## src/rtl/dram_bank_sched_if.sv

```systemverilog
// Request and DRAM command channels of the bank scheduler.
// master drives requests and acks; slave is the scheduler.
interface dram_bank_sched_if #(
    parameter int NUM_BANKS = 8,
    parameter int NUM_ROWS  = 128,
    parameter int NUM_COLS  = 8
);
    localparam int BW = $clog2(NUM_BANKS);
    localparam int RW = $clog2(NUM_ROWS);
    localparam int CW = $clog2(NUM_COLS);

    logic          req_val;
    logic          req_rdy;
    logic          req_we;
    logic [BW-1:0] req_bank;
    logic [RW-1:0] req_row;
    logic [CW-1:0] req_col;
    logic          refresh_flag;
    logic          cmd_req;
    logic          cmd_ack;
    logic [1:0]    cmd;
    logic          cmd_all;
    logic          cmd_we;
    logic [BW-1:0] cmd_bank;
    logic [RW-1:0] cmd_row;
    logic [CW-1:0] cmd_col;
    logic          ref_done;
    logic          busy;

    modport master (
        output req_val, req_we, req_bank, req_row, req_col,
        output refresh_flag, cmd_ack,
        input  req_rdy, cmd_req, cmd, cmd_all, cmd_we,
        input  cmd_bank, cmd_row, cmd_col, ref_done, busy
    );

    modport slave (
        input  req_val, req_we, req_bank, req_row, req_col,
        input  refresh_flag, cmd_ack,
        output req_rdy, cmd_req, cmd, cmd_all, cmd_we,
        output cmd_bank, cmd_row, cmd_col, ref_done, busy
    );
endinterface

```

## src/rtl/dram_bank_sched.sv

```systemverilog
// Single-request DRAM bank scheduler with refresh handling.
// Define DRAM_OPEN_PAGE_EN for open-page policy; default is close-page.
module dram_bank_sched #(
    parameter int NUM_BANKS = 8,
    parameter int NUM_ROWS  = 128,
    parameter int NUM_COLS  = 8,
    parameter int BURST_LEN = 8,
    parameter int T_RCD     = 2,
    parameter int T_RP      = 2,
    parameter int T_RFC     = 8
) (
    input logic              clk,
    input logic              rst_b,
    dram_bank_sched_if.slave bus
);
    localparam int BW    = $clog2(NUM_BANKS);
    localparam int RW    = $clog2(NUM_ROWS);
    localparam int CW    = $clog2(NUM_COLS);
    localparam int TMAX0 = (T_RCD > T_RP) ? T_RCD : T_RP;
    localparam int TMAX  = (TMAX0 > T_RFC) ? TMAX0 : T_RFC;
    localparam int CNTW  = $clog2(TMAX + 1);
    localparam int BLW   = $clog2(BURST_LEN + 1);

    localparam logic [1:0] CMD_ACT = 2'b00;
    localparam logic [1:0] CMD_COL = 2'b01;
    localparam logic [1:0] CMD_PRE = 2'b11;
    localparam logic [1:0] CMD_REF = 2'b10;

    typedef enum logic [3:0] {
        IDLE, PRE, WAIT_RP, ACT, WAIT_RCD,
        COL, PREA, REF, WAIT_RFC
    } state_t;

    state_t           state, state_d;
    logic             we_q;
    logic [BW-1:0]    bank_q;
    logic [RW-1:0]    row_q;
    logic [CW-1:0]    col_q;
    logic [BLW-1:0]   beat;
    logic [CNTW-1:0]  cnt;
    logic             ref_q;
    logic [NUM_BANKS-1:0] open_q;
    logic             fire;
    logic             last;
    logic             cnt_done;

    assign fire     = bus.cmd_req && bus.cmd_ack;
    assign last     = beat == BLW'(BURST_LEN - 1);
    assign cnt_done = cnt == '0;

`ifdef DRAM_OPEN_PAGE_EN
    logic [RW-1:0] open_row [NUM_BANKS];
    logic          hit;

    assign hit = open_q[bus.req_bank] &&
                 (open_row[bus.req_bank] == bus.req_row);

    always_ff @(posedge clk) begin
        if (state == ACT && fire) open_row[bank_q] <= row_q;
    end
`endif

    always_ff @(posedge clk) begin
        if (!rst_b) state <= IDLE;
        else        state <= state_d;
    end

    always_comb begin
        state_d = state;
        unique case (state)
            IDLE: begin
                if (bus.refresh_flag)
                    state_d = (|open_q) ? PREA : REF;
                else if (bus.req_val) begin
`ifdef DRAM_OPEN_PAGE_EN
                    if (hit)                         state_d = COL;
                    else if (open_q[bus.req_bank])   state_d = PRE;
                    else                             state_d = ACT;
`else
                    state_d = ACT;
`endif
                end
            end
            PRE:      if (fire) state_d = WAIT_RP;
            WAIT_RP: begin
                if (cnt_done) begin
`ifdef DRAM_OPEN_PAGE_EN
                    state_d = ref_q ? REF : ACT;
`else
                    state_d = ref_q ? REF : IDLE;
`endif
                end
            end
            ACT:      if (fire) state_d = WAIT_RCD;
            WAIT_RCD: if (cnt_done) state_d = COL;
            COL: begin
                if (fire && last) begin
`ifdef DRAM_OPEN_PAGE_EN
                    state_d = IDLE;
`else
                    state_d = PRE;
`endif
                end
            end
            PREA:     if (fire) state_d = WAIT_RP;
            REF:      if (fire) state_d = WAIT_RFC;
            WAIT_RFC: if (cnt_done) state_d = IDLE;
            default:  state_d = IDLE;
        endcase
    end

    // Entry loads below override the free-running decrement.
    always_ff @(posedge clk) begin
        if (!rst_b) begin
            open_q <= '0;
            cnt    <= '0;
            beat   <= '0;
            ref_q  <= 1'b0;
        end else begin
            if (!cnt_done) cnt <= cnt - 1'b1;
            unique case (state)
                IDLE: begin
                    if (bus.refresh_flag) ref_q <= 1'b1;
                    else if (bus.req_val) begin
                        we_q   <= bus.req_we;
                        bank_q <= bus.req_bank;
                        row_q  <= bus.req_row;
                        col_q  <= bus.req_col;
                        beat   <= '0;
                    end
                end
                PRE: if (fire) begin
                    open_q[bank_q] <= 1'b0;
                    cnt <= CNTW'(T_RP - 1);
                end
                PREA: if (fire) begin
                    open_q <= '0;
                    cnt <= CNTW'(T_RP - 1);
                end
                ACT: if (fire) begin
                    open_q[bank_q] <= 1'b1;
                    cnt <= CNTW'(T_RCD - 1);
                end
                COL: if (fire) begin
                    beat  <= beat + 1'b1;
                    col_q <= (col_q == CW'(NUM_COLS - 1)) ?
                             '0 : col_q + CW'(1);
                end
                REF: if (fire) cnt <= CNTW'(T_RFC - 1);
                WAIT_RFC: if (cnt_done) ref_q <= 1'b0;
                default: ;
            endcase
        end
    end

    always_comb begin
        bus.cmd = CMD_ACT;
        unique case (state)
            COL:       bus.cmd = CMD_COL;
            PRE, PREA: bus.cmd = CMD_PRE;
            REF:       bus.cmd = CMD_REF;
            default:   bus.cmd = CMD_ACT;
        endcase
    end

    assign bus.req_rdy  = (state == IDLE) && !bus.refresh_flag;
    assign bus.cmd_req  = state inside {PRE, ACT, COL, PREA, REF};
    assign bus.cmd_all  = state == PREA;
    assign bus.cmd_we   = we_q;
    assign bus.cmd_bank = bank_q;
    assign bus.cmd_row  = row_q;
    assign bus.cmd_col  = col_q;
    assign bus.ref_done = (state == WAIT_RFC) && cnt_done;
    assign bus.busy     = state != IDLE;
endmodule

```

## src/flat_wrapper.sv

```systemverilog
// flat-port wrapper written by rule: the top's interface ports become plain ports
module dram_bank_sched_flat 
#(
    parameter int NUM_BANKS = 8,
    parameter int NUM_ROWS  = 128,
    parameter int NUM_COLS  = 8,
    parameter int BURST_LEN = 8,
    parameter int T_RCD     = 2,
    parameter int T_RP      = 2,
    parameter int T_RFC     = 8
)
  (clk, rst_b, bus_req_val, bus_req_we, bus_req_bank, bus_req_row, bus_req_col, bus_refresh_flag, bus_cmd_ack, bus_req_rdy, bus_cmd_req, bus_cmd, bus_cmd_all, bus_cmd_we, bus_cmd_bank, bus_cmd_row, bus_cmd_col, bus_ref_done, bus_busy);
  dram_bank_sched_if #(.NUM_BANKS(NUM_BANKS), .NUM_ROWS(NUM_ROWS), .NUM_COLS(NUM_COLS)) bus_i ();
  input logic clk;
  input logic rst_b;
  input wire logic [$bits(bus_i.req_val)-1:0] bus_req_val;
  input wire logic [$bits(bus_i.req_we)-1:0] bus_req_we;
  input wire logic [$bits(bus_i.req_bank)-1:0] bus_req_bank;
  input wire logic [$bits(bus_i.req_row)-1:0] bus_req_row;
  input wire logic [$bits(bus_i.req_col)-1:0] bus_req_col;
  input wire logic [$bits(bus_i.refresh_flag)-1:0] bus_refresh_flag;
  input wire logic [$bits(bus_i.cmd_ack)-1:0] bus_cmd_ack;
  output wire logic [$bits(bus_i.req_rdy)-1:0] bus_req_rdy;
  output wire logic [$bits(bus_i.cmd_req)-1:0] bus_cmd_req;
  output wire logic [$bits(bus_i.cmd)-1:0] bus_cmd;
  output wire logic [$bits(bus_i.cmd_all)-1:0] bus_cmd_all;
  output wire logic [$bits(bus_i.cmd_we)-1:0] bus_cmd_we;
  output wire logic [$bits(bus_i.cmd_bank)-1:0] bus_cmd_bank;
  output wire logic [$bits(bus_i.cmd_row)-1:0] bus_cmd_row;
  output wire logic [$bits(bus_i.cmd_col)-1:0] bus_cmd_col;
  output wire logic [$bits(bus_i.ref_done)-1:0] bus_ref_done;
  output wire logic [$bits(bus_i.busy)-1:0] bus_busy;
  assign bus_i.req_val = bus_req_val;
  assign bus_i.req_we = bus_req_we;
  assign bus_i.req_bank = bus_req_bank;
  assign bus_i.req_row = bus_req_row;
  assign bus_i.req_col = bus_req_col;
  assign bus_i.refresh_flag = bus_refresh_flag;
  assign bus_i.cmd_ack = bus_cmd_ack;
  assign bus_req_rdy = bus_i.req_rdy;
  assign bus_cmd_req = bus_i.cmd_req;
  assign bus_cmd = bus_i.cmd;
  assign bus_cmd_all = bus_i.cmd_all;
  assign bus_cmd_we = bus_i.cmd_we;
  assign bus_cmd_bank = bus_i.cmd_bank;
  assign bus_cmd_row = bus_i.cmd_row;
  assign bus_cmd_col = bus_i.cmd_col;
  assign bus_ref_done = bus_i.ref_done;
  assign bus_busy = bus_i.busy;
  dram_bank_sched #(.NUM_BANKS(NUM_BANKS), .NUM_ROWS(NUM_ROWS), .NUM_COLS(NUM_COLS), .BURST_LEN(BURST_LEN), .T_RCD(T_RCD), .T_RP(T_RP), .T_RFC(T_RFC)) u_core (.clk(clk), .rst_b(rst_b), .bus(bus_i));
endmodule
```

## config.mk

```make
export PLATFORM = sky130hd
export DESIGN_NAME = dram_bank_sched_flat
export DESIGN_NICKNAME = d
export VERILOG_FILES = /design/src/rtl/dram_bank_sched_if.sv /design/src/rtl/dram_bank_sched.sv /design/src/flat_wrapper.sv
export SDC_FILE = /design/constraint.sdc
export NUM_CORES = 1
export LEC_CHECK = 0
export CAP_MARGIN = 15
export CORE_UTILIZATION = 54
export CTS_BUF_LIST = sky130_fd_sc_hd__clkbuf_4 sky130_fd_sc_hd__clkbuf_8 sky130_fd_sc_hd__clkbuf_16
export CTS_CLUSTER_DIAMETER = 80
export DETAILED_ROUTE_END_ITERATION = 7
export PLACE_DENSITY = 0.85
export SYNTH_ARGS = -nofsm -noshare
export SYNTH_HDL_FRONTEND = slang
export SYNTH_SLANG_ARGS = --single-unit
```

## constraint.sdc

```tcl
create_clock -name clk -period 5.82 [get_ports clk]
set_input_delay 1.455 -clock clk [delete_from_list [all_inputs] [get_ports clk]]
set_output_delay 1.455 -clock clk [all_outputs]
set_load 0.05 [all_outputs]
```

==> flow_metrics.env, run 1 <==
export IMPL_cts_sinks=35
export IMPL_clkPwrFrac_pct=18.6
export IMPL_finalSetupViolCount=0
export IMPL_clk_pin_slew_worst_paths_ns=0.11
export IMPL_worstMarginPinSlew_ns=0.8077
export IMPL_hold_violations=0
export IMPL_synth_top_area_share_pct=23.16
export IMPL_yosysSeqAreaShare_pct=46.31
export IMPL_antenna_found_initial=0
export IMPL_tritoncts="yes"
export IMPL_post_cts_buffers=0
export IMPL_cts_root_buf="clkbuf_4"
export IMPL_synth_edf_count=14
export IMPL_core_area_sq_mm=0.003128
export IMPL_final_cell_area_sq_mm=0.002292
export IMPL_fin_setup_tns_ns=0
export IMPL_post_route_util_pct=73.28
export IMPL_cp_arrival_ns=2.98
export IMPL_ctsHoldBuffers=0
export IMPL_rows=20
export IMPL_netlist_top_cells_area="dfxtp_1, edfxtp_1, o221a_2"
export IMPL_min_period_ns=4.432
export IMPL_layout_commonest_cell="clkdlybuf4s50_1"
export IMPL_ioPinCount=40
export IMPL_yosysTopAreaCell="dfxtp_1"
export IMPL_vias=1601
export IMPL_die_w_microns=59.98
export IMPL_async_flop_share_pct=0
export IMPL_power_leakage_nw=0.8493
export IMPL_n_antenna_cell=0
export IMPL_start_util_pct=58.04
export IMPL_wire_per_inst_microns=14.96
export IMPL_fmax_mhz=225.6
export IMPL_drive_gt1_share_pct=12.56
export IMPL_netlist_area_sq_mm=0.001815
export IMPL_startpoint_type="input pin"
export IMPL_ys_seq_elements=35
export IMPL_grt_usage_pct=24.50
export IMPL_use_met1_pct=31.46
export IMPL_hold_slack_ns=0.5415
export IMPL_drt_vias_per_instance=5.996
export IMPL_dp_hpwl_microns=2896
export IMPL_seqPwrFrac_pct=36.5
export IMPL_dpl_cell_area_sq_mm=0.002206
export IMPL_cts_resized=0
export IMPL_postRouteAntennaNets=0
export IMPL_totalWireLength_microns=3994
export IMPL_drc=0
export IMPL_fin_nets=245
export IMPL_drt_initial_drc_count=98
export IMPL_synth_nets=210
export IMPL_synth_cell_type_count=49
export IMPL_max_cap_violations=0
export IMPL_finalWeightedCongestion=0.8694
export IMPL_syn_inst=187
export IMPL_power_density_mw_per_mm2=422.7
export IMPL_ys_warn_count=0
export IMPL_grtUsageMet3_pct=5.844
export IMPL_grt_pass1_vias=1566
export IMPL_avgSynthCellArea_sq_um=9.709
export IMPL_cp_max_fo=6
export IMPL_internal_power_uw=571.7
export IMPL_min_period_over_period_pct=76.15
export IMPL_clk_path_buf_depth=2
export IMPL_met2_usage_pct=41.11
export IMPL_grt_busiest_layer="met2"
export IMPL_dieArea_sq_mm=0.003598
export IMPL_areaGrowthSynthToFinish_pct=26.26
export IMPL_cts_buffers=5
export IMPL_grt_start_max_net_pins=20
export IMPL_clk_latency_ns=0.32
export IMPL_critPathCaptureType="output port"
export IMPL_required_ns=4.37
export IMPL_p_comb_share_pct=44.9
export IMPL_grt_overflow=0
export IMPL_ys_flop_type="dfxtp_1"
export IMPL_drtPass1Iterations=5
export IMPL_path_class="input pin to output port"
export IMPL_status="complete, no violations"
export IMPL_fin_skew_ns=0.007062
export IMPL_holdCritPathClass="flop to flop"
export IMPL_final_cell_mix="clkdlybuf4s50_1, nor2_1, dfxtp_1, edfxtp_1, nand2_1"
export IMPL_h_tree_depth=2
export IMPL_die_h_microns=59.98
export IMPL_grt_pass1_wl_microns=6665
export IMPL_worst_slew_margin_rel_pct=45.96
export IMPL_rsz0062_at_grt="no"
export IMPL_p_sw_share_pct=40.99
export IMPL_ir_drop_mv=0.2090
export IMPL_portBuffers=39
export IMPL_slew_violations=0
export IMPL_p_switching_uw=397.1
==> worst max-delay path, cell delays in order <==
cell             delay [ns]
clkdlybuf4s50_1        0.53
nor2_2                 0.17
clkdlybuf4s50_1        0.82
==> cells in the mapped netlist (2+ instances only) <==
master,instances
dfxtp_1,21
nor2_1,22
buf_2,2
edfxtp_1,14
o21ai_0,5
nand2b_1,5
ha_1,4
and3_1,3
a31oi_1,8
nor4_1,2
a21oi_1,11
nor3_1,8
xnor2_1,3
o32ai_1,2
nand3b_1,3
o221a_2,8
mux2i_1,2
and3b_1,2
mux2_2,2
nand3_1,3
clkbuf_1,7
nor2b_1,2
nand2_1,13
o211ai_1,2
inv_1,9
==> cell type report <==
class | count | area, sq um
sequential | 35 | 840.8
clock inverter | 2 | 35.03
timing repair buffer | 39 | 390.4
fill | 232 | 835.8
tap | 44 | 55.05
clock buffer | 6 | 51.30
multi-input combinational | 132 | 885.9
inverter | 9 | 33.78
==> cells by family (layout without fill, tap and decap cells) <==
family                   count (synthesis)  in the layout  synth area share, %
adder cells (fa/ha/maj)                  4              4                2.757
AO/OA/AOI/OAI                           48             48                21.09
multiplexers                             4              4                2.343
buffers and inverters                   20             56                4.893
flip-flops                              35             35                46.31
XOR/XNOR                                 4              4                1.930
AND/OR/NAND/NOR                         72             72                20.68
==> worst paths after layout <==
| kind | start | to | depth (start not counted) | slack (ns) |
|---|---|---|---|---|
| setup / recovery | bus_refresh_flag | bus_req_rdy | 3 | 1.39 |
| hold / removal | u_core.cnt[2]$_SDFF_PN0_ | u_core.cnt[2]$_SDFF_PN0_ | 2 | 0.54 |
| setup reg to reg | u_core.state[2]$_SDFFE_PN0P_ | u_core.bus.cmd_bank[2]$_DFFE_PP_ | 4 | 3.41 |
| hold reg to reg | u_core.cnt[2]$_SDFF_PN0_ | u_core.cnt[2]$_SDFF_PN0_ | 2 | 0.54 |
==> per-layer routing <==
metal | wire length, microns | up-vias
li1 | - | 761
met1 | 1703 | 768
met2 | 1973 | 68
met3 | 283 | 4
met4 | 33 | 0
met5 | 0 | -
==> state kept, by name, summed over array words and instances (netlist names) <==
register / flops
u_core.state: 4
u_core.bus.cmd_row: 7
u_core.ref_q: 1
u_core.open_q: 8
u_core.beat: 4
u_core.bus.cmd_col: 3
u_core.bus.cmd_bank: 3
u_core.cnt: 4
u_core.bus.cmd_we: 1
==> stage by stage <==
stage | setup slack (ns) | total power, mW | instances
CTS | 1.399 | 0.9674 | 267
floorplan | 2.473 | 0.6816 | 187
finish | 1.388 | 0.9688 | 267
detailed placement | 1.407 | 0.7895 | 259
global route | 1.338 | 1.024 | 267
global placement | 1.403 | 0.7701 | 259
==> power groups by stage <==
| stage | Combinational, mW | Sequential [mW] | Clock, mW |
|---|---|---|---|
| floorplan | 0.345 | 0.337 | 0 |
| global placement | 0.420 | 0.350 | 0 |
| detailed placement | 0.433 | 0.357 | 0 |
| CTS | 0.434 | 0.351 | 0.182 |
| global route | 0.471 | 0.361 | 0.192 |
| finish | 0.435 | 0.353 | 0.180 |
Note: power is estimated with default switching activity, not from simulation.
==> run 2, diff against run 1 <==
Settings changed: CORE_UTILIZATION 54 to 45, PLACE_DENSITY 0.85 to 0.75.
Clock period 5.82 ns to 3.6 ns, I/O delays scaled along.
==> run 2 against run 1 <==
Compared with the run above: core utilization fell by 11 points; count of clock-buffer cells in the layout rose by 1; final area up 2.1%; clock power increased by 64%; sequential power increased by 55%; via count shrank 3.2%; critical path depth stayed put; clock skew shrank 0.0033 ns; largest cell class unchanged; highest routed layer unchanged.
==> flow_metrics.env, run 2 (synthesis results as in run 1) <==
export IMPL_status="complete, no violations"
export IMPL_vias=1549
export IMPL_finalSetupViolCount=0
export IMPL_total_power_mw=1.589
export IMPL_min_period_ns=3.405
export IMPL_top_register="u_core.open_q"
export IMPL_fin_ws_ns=0.1955
export IMPL_ctsHoldBuffers=0
export IMPL_cts_sinks=35
export IMPL_fin_nets=250
export IMPL_preCtsSetupSlack_ns=0.5629
export IMPL_stdcell_count=276
export IMPL_wire_per_inst_microns=14.36
export IMPL_rsz0062_at_grt="no"
export IMPL_p_sw_share_pct=40.75
export IMPL_drt_vias_per_instance=5.612
export IMPL_num_fill_cells=336
export IMPL_totalWireLength_microns=3964
export IMPL_fin_setup_tns_ns=0
export IMPL_p_comb_share_pct=47.0
export IMPL_cp_max_fo=19
export IMPL_fmax_mhz=293.7
export IMPL_grt_pass1_vias=1438
export IMPL_final_cell_mix="clkdlybuf4s50_1, nor2_1, dfxtp_1, edfxtp_1, nand2_1"
export IMPL_worst_slew_margin_rel_pct=58.15
export IMPL_p_switching_uw=647.4
export IMPL_cts_resized=0
export IMPL_cts_buffers=5
export IMPL_ioPinCount=40
export IMPL_hold_violations=0
export IMPL_post_cts_buffers=0
export IMPL_cp_arrival_ns=2.50
export IMPL_power_leakage_nw=0.8799
export IMPL_n_antenna_cell=0
export IMPL_areaGrowthSynthToFinish_pct=28.95
export IMPL_die_w_microns=65.52
export IMPL_ir_drop_mv=0.3879
export IMPL_max_cap_violations=0
export IMPL_drc=0
export IMPL_core_area_sq_mm=0.003771
export IMPL_fin_skew_ns=0.003789
export IMPL_drtPass1Iterations=6
export IMPL_layout_commonest_cell="clkdlybuf4s50_1"
export IMPL_critPathCaptureType="output port"
export IMPL_die_h_microns=65.52
export IMPL_tritoncts="yes"
export IMPL_start_util_pct=48.14
export IMPL_clk_path_buf_depth=2
export IMPL_clkPwrFrac_pct=18.5
export IMPL_drt_initial_drc_count=70
export IMPL_dp_hpwl_microns=2787
export IMPL_worstMarginPinSlew_ns=0.6269
export IMPL_grt_usage_pct=20.73
export IMPL_clk_latency_ns=0.29
export IMPL_dp_cells=268
export IMPL_drive_gt1_share_pct=14.91
export IMPL_grt_pass1_wl_microns=6624
export IMPL_h_tree_depth=2
export IMPL_finalWeightedCongestion=0.8765
export IMPL_largest_reg_flops=8
export IMPL_seqPwrFrac_pct=34.5
export IMPL_internal_power_uw=941.4
export IMPL_clk_pin_slew_worst_paths_ns=0.07
export IMPL_antenna_found_initial=0
export IMPL_power_density_mw_per_mm2=678.7
export IMPL_slew_violations=0
export IMPL_path_class="flop to output port"
export IMPL_grt_overflow=0
export IMPL_postRouteAntennaNets=0
export IMPL_dieArea_sq_mm=0.004292
export IMPL_holdCritPathClass="flop to flop"
export IMPL_cts_root_buf="clkbuf_8"
export IMPL_min_period_over_period_pct=94.57
export IMPL_portBuffers=39
export IMPL_grt_start_max_net_pins=20
export IMPL_required_ns=2.70
export IMPL_startpoint_type="flop"
export IMPL_rows=22
[run 2: cell count changes in the layout (fill, tap and decap cells not counted)]
cell             change
buf_4                +6
clkbuf_8             +5
clkdlybuf4s50_1      -1
bufinv_16            -1
clkbuf_4             -4
[run 2: cell type report]
| class | instances | area (sq um) | share of cell area [%] |
|---|---|---|---|
| sequential | 35 | 840.8 | 35.92 |
| inverter | 9 | 33.78 | 1.443 |
| tap | 48 | 60.06 | 2.565 |
| clock inverter | 1 | 5.005 | 0.2138 |
| clock buffer | 7 | 90.09 | 3.848 |
| multi-input combinational | 132 | 885.9 | 37.84 |
| timing repair buffer | 44 | 425.4 | 18.17 |
[run 2: stage by stage]
| step | instance area [sq um] | hold slack [ns] | utilization [%] |
|---|---|---|---|
| after floorplan | 1815 | 0.4907 | - |
| after global placement | 2246 | 0.5113 | 59.56 |
| after detailed placement | 2246 | 0.5156 | 59.56 |
| after CTS | 2341 | 0.5287 | 62.08 |
| after global routing | 2341 | 0.5410 | 62.08 |
| final | 2341 | 0.5225 | 62.08 |
[run 2: critical path: stages, from the launching register on]
cell	delay, ns
dfxtp_1	0.72
nand2_1	0.19
nor3_2	0.41
clkdlybuf4s50_1	0.90
[run 2: power groups by stage]
stage | Clock [mW] | Combinational (mW) | Sequential [mW]
after floorplan | 0 | 0.557 | 0.545
after global routing | 0.319 | 0.799 | 0.559
after global placement | 0 | 0.733 | 0.550
after detailed placement | 0 | 0.740 | 0.553
after CTS | 0.303 | 0.745 | 0.545
final | 0.295 | 0.747 | 0.548
[run 2: routing by layer]
metal	share of wire (%)	wire (microns)	track usage, %	vias to the layer above
li1	-	-	-	774
met1	46	1829	26.33	724
met2	46	1837	33.12	45
met3	5.8	230	5.729	6
met4	1.7	68	8.424	0
met5	0	0	0	-
[run 2: worst paths after layout]
check	start	endpoint	slack, ns	depth (start not counted)
worst max-delay path	u_core.state[2]$_SDFFE_PN0P_	bus_cmd_all	0.20	3
worst min-delay path	u_core.cnt[2]$_SDFF_PN0_	u_core.cnt[2]$_SDFF_PN0_	0.52	2
worst max register to register	u_core.state[2]$_SDFFE_PN0P_	u_core.bus.cmd_row[6]$_DFFE_PP_	1.56	5
worst min register to register	u_core.cnt[2]$_SDFF_PN0_	u_core.cnt[2]$_SDFF_PN0_	0.52	2
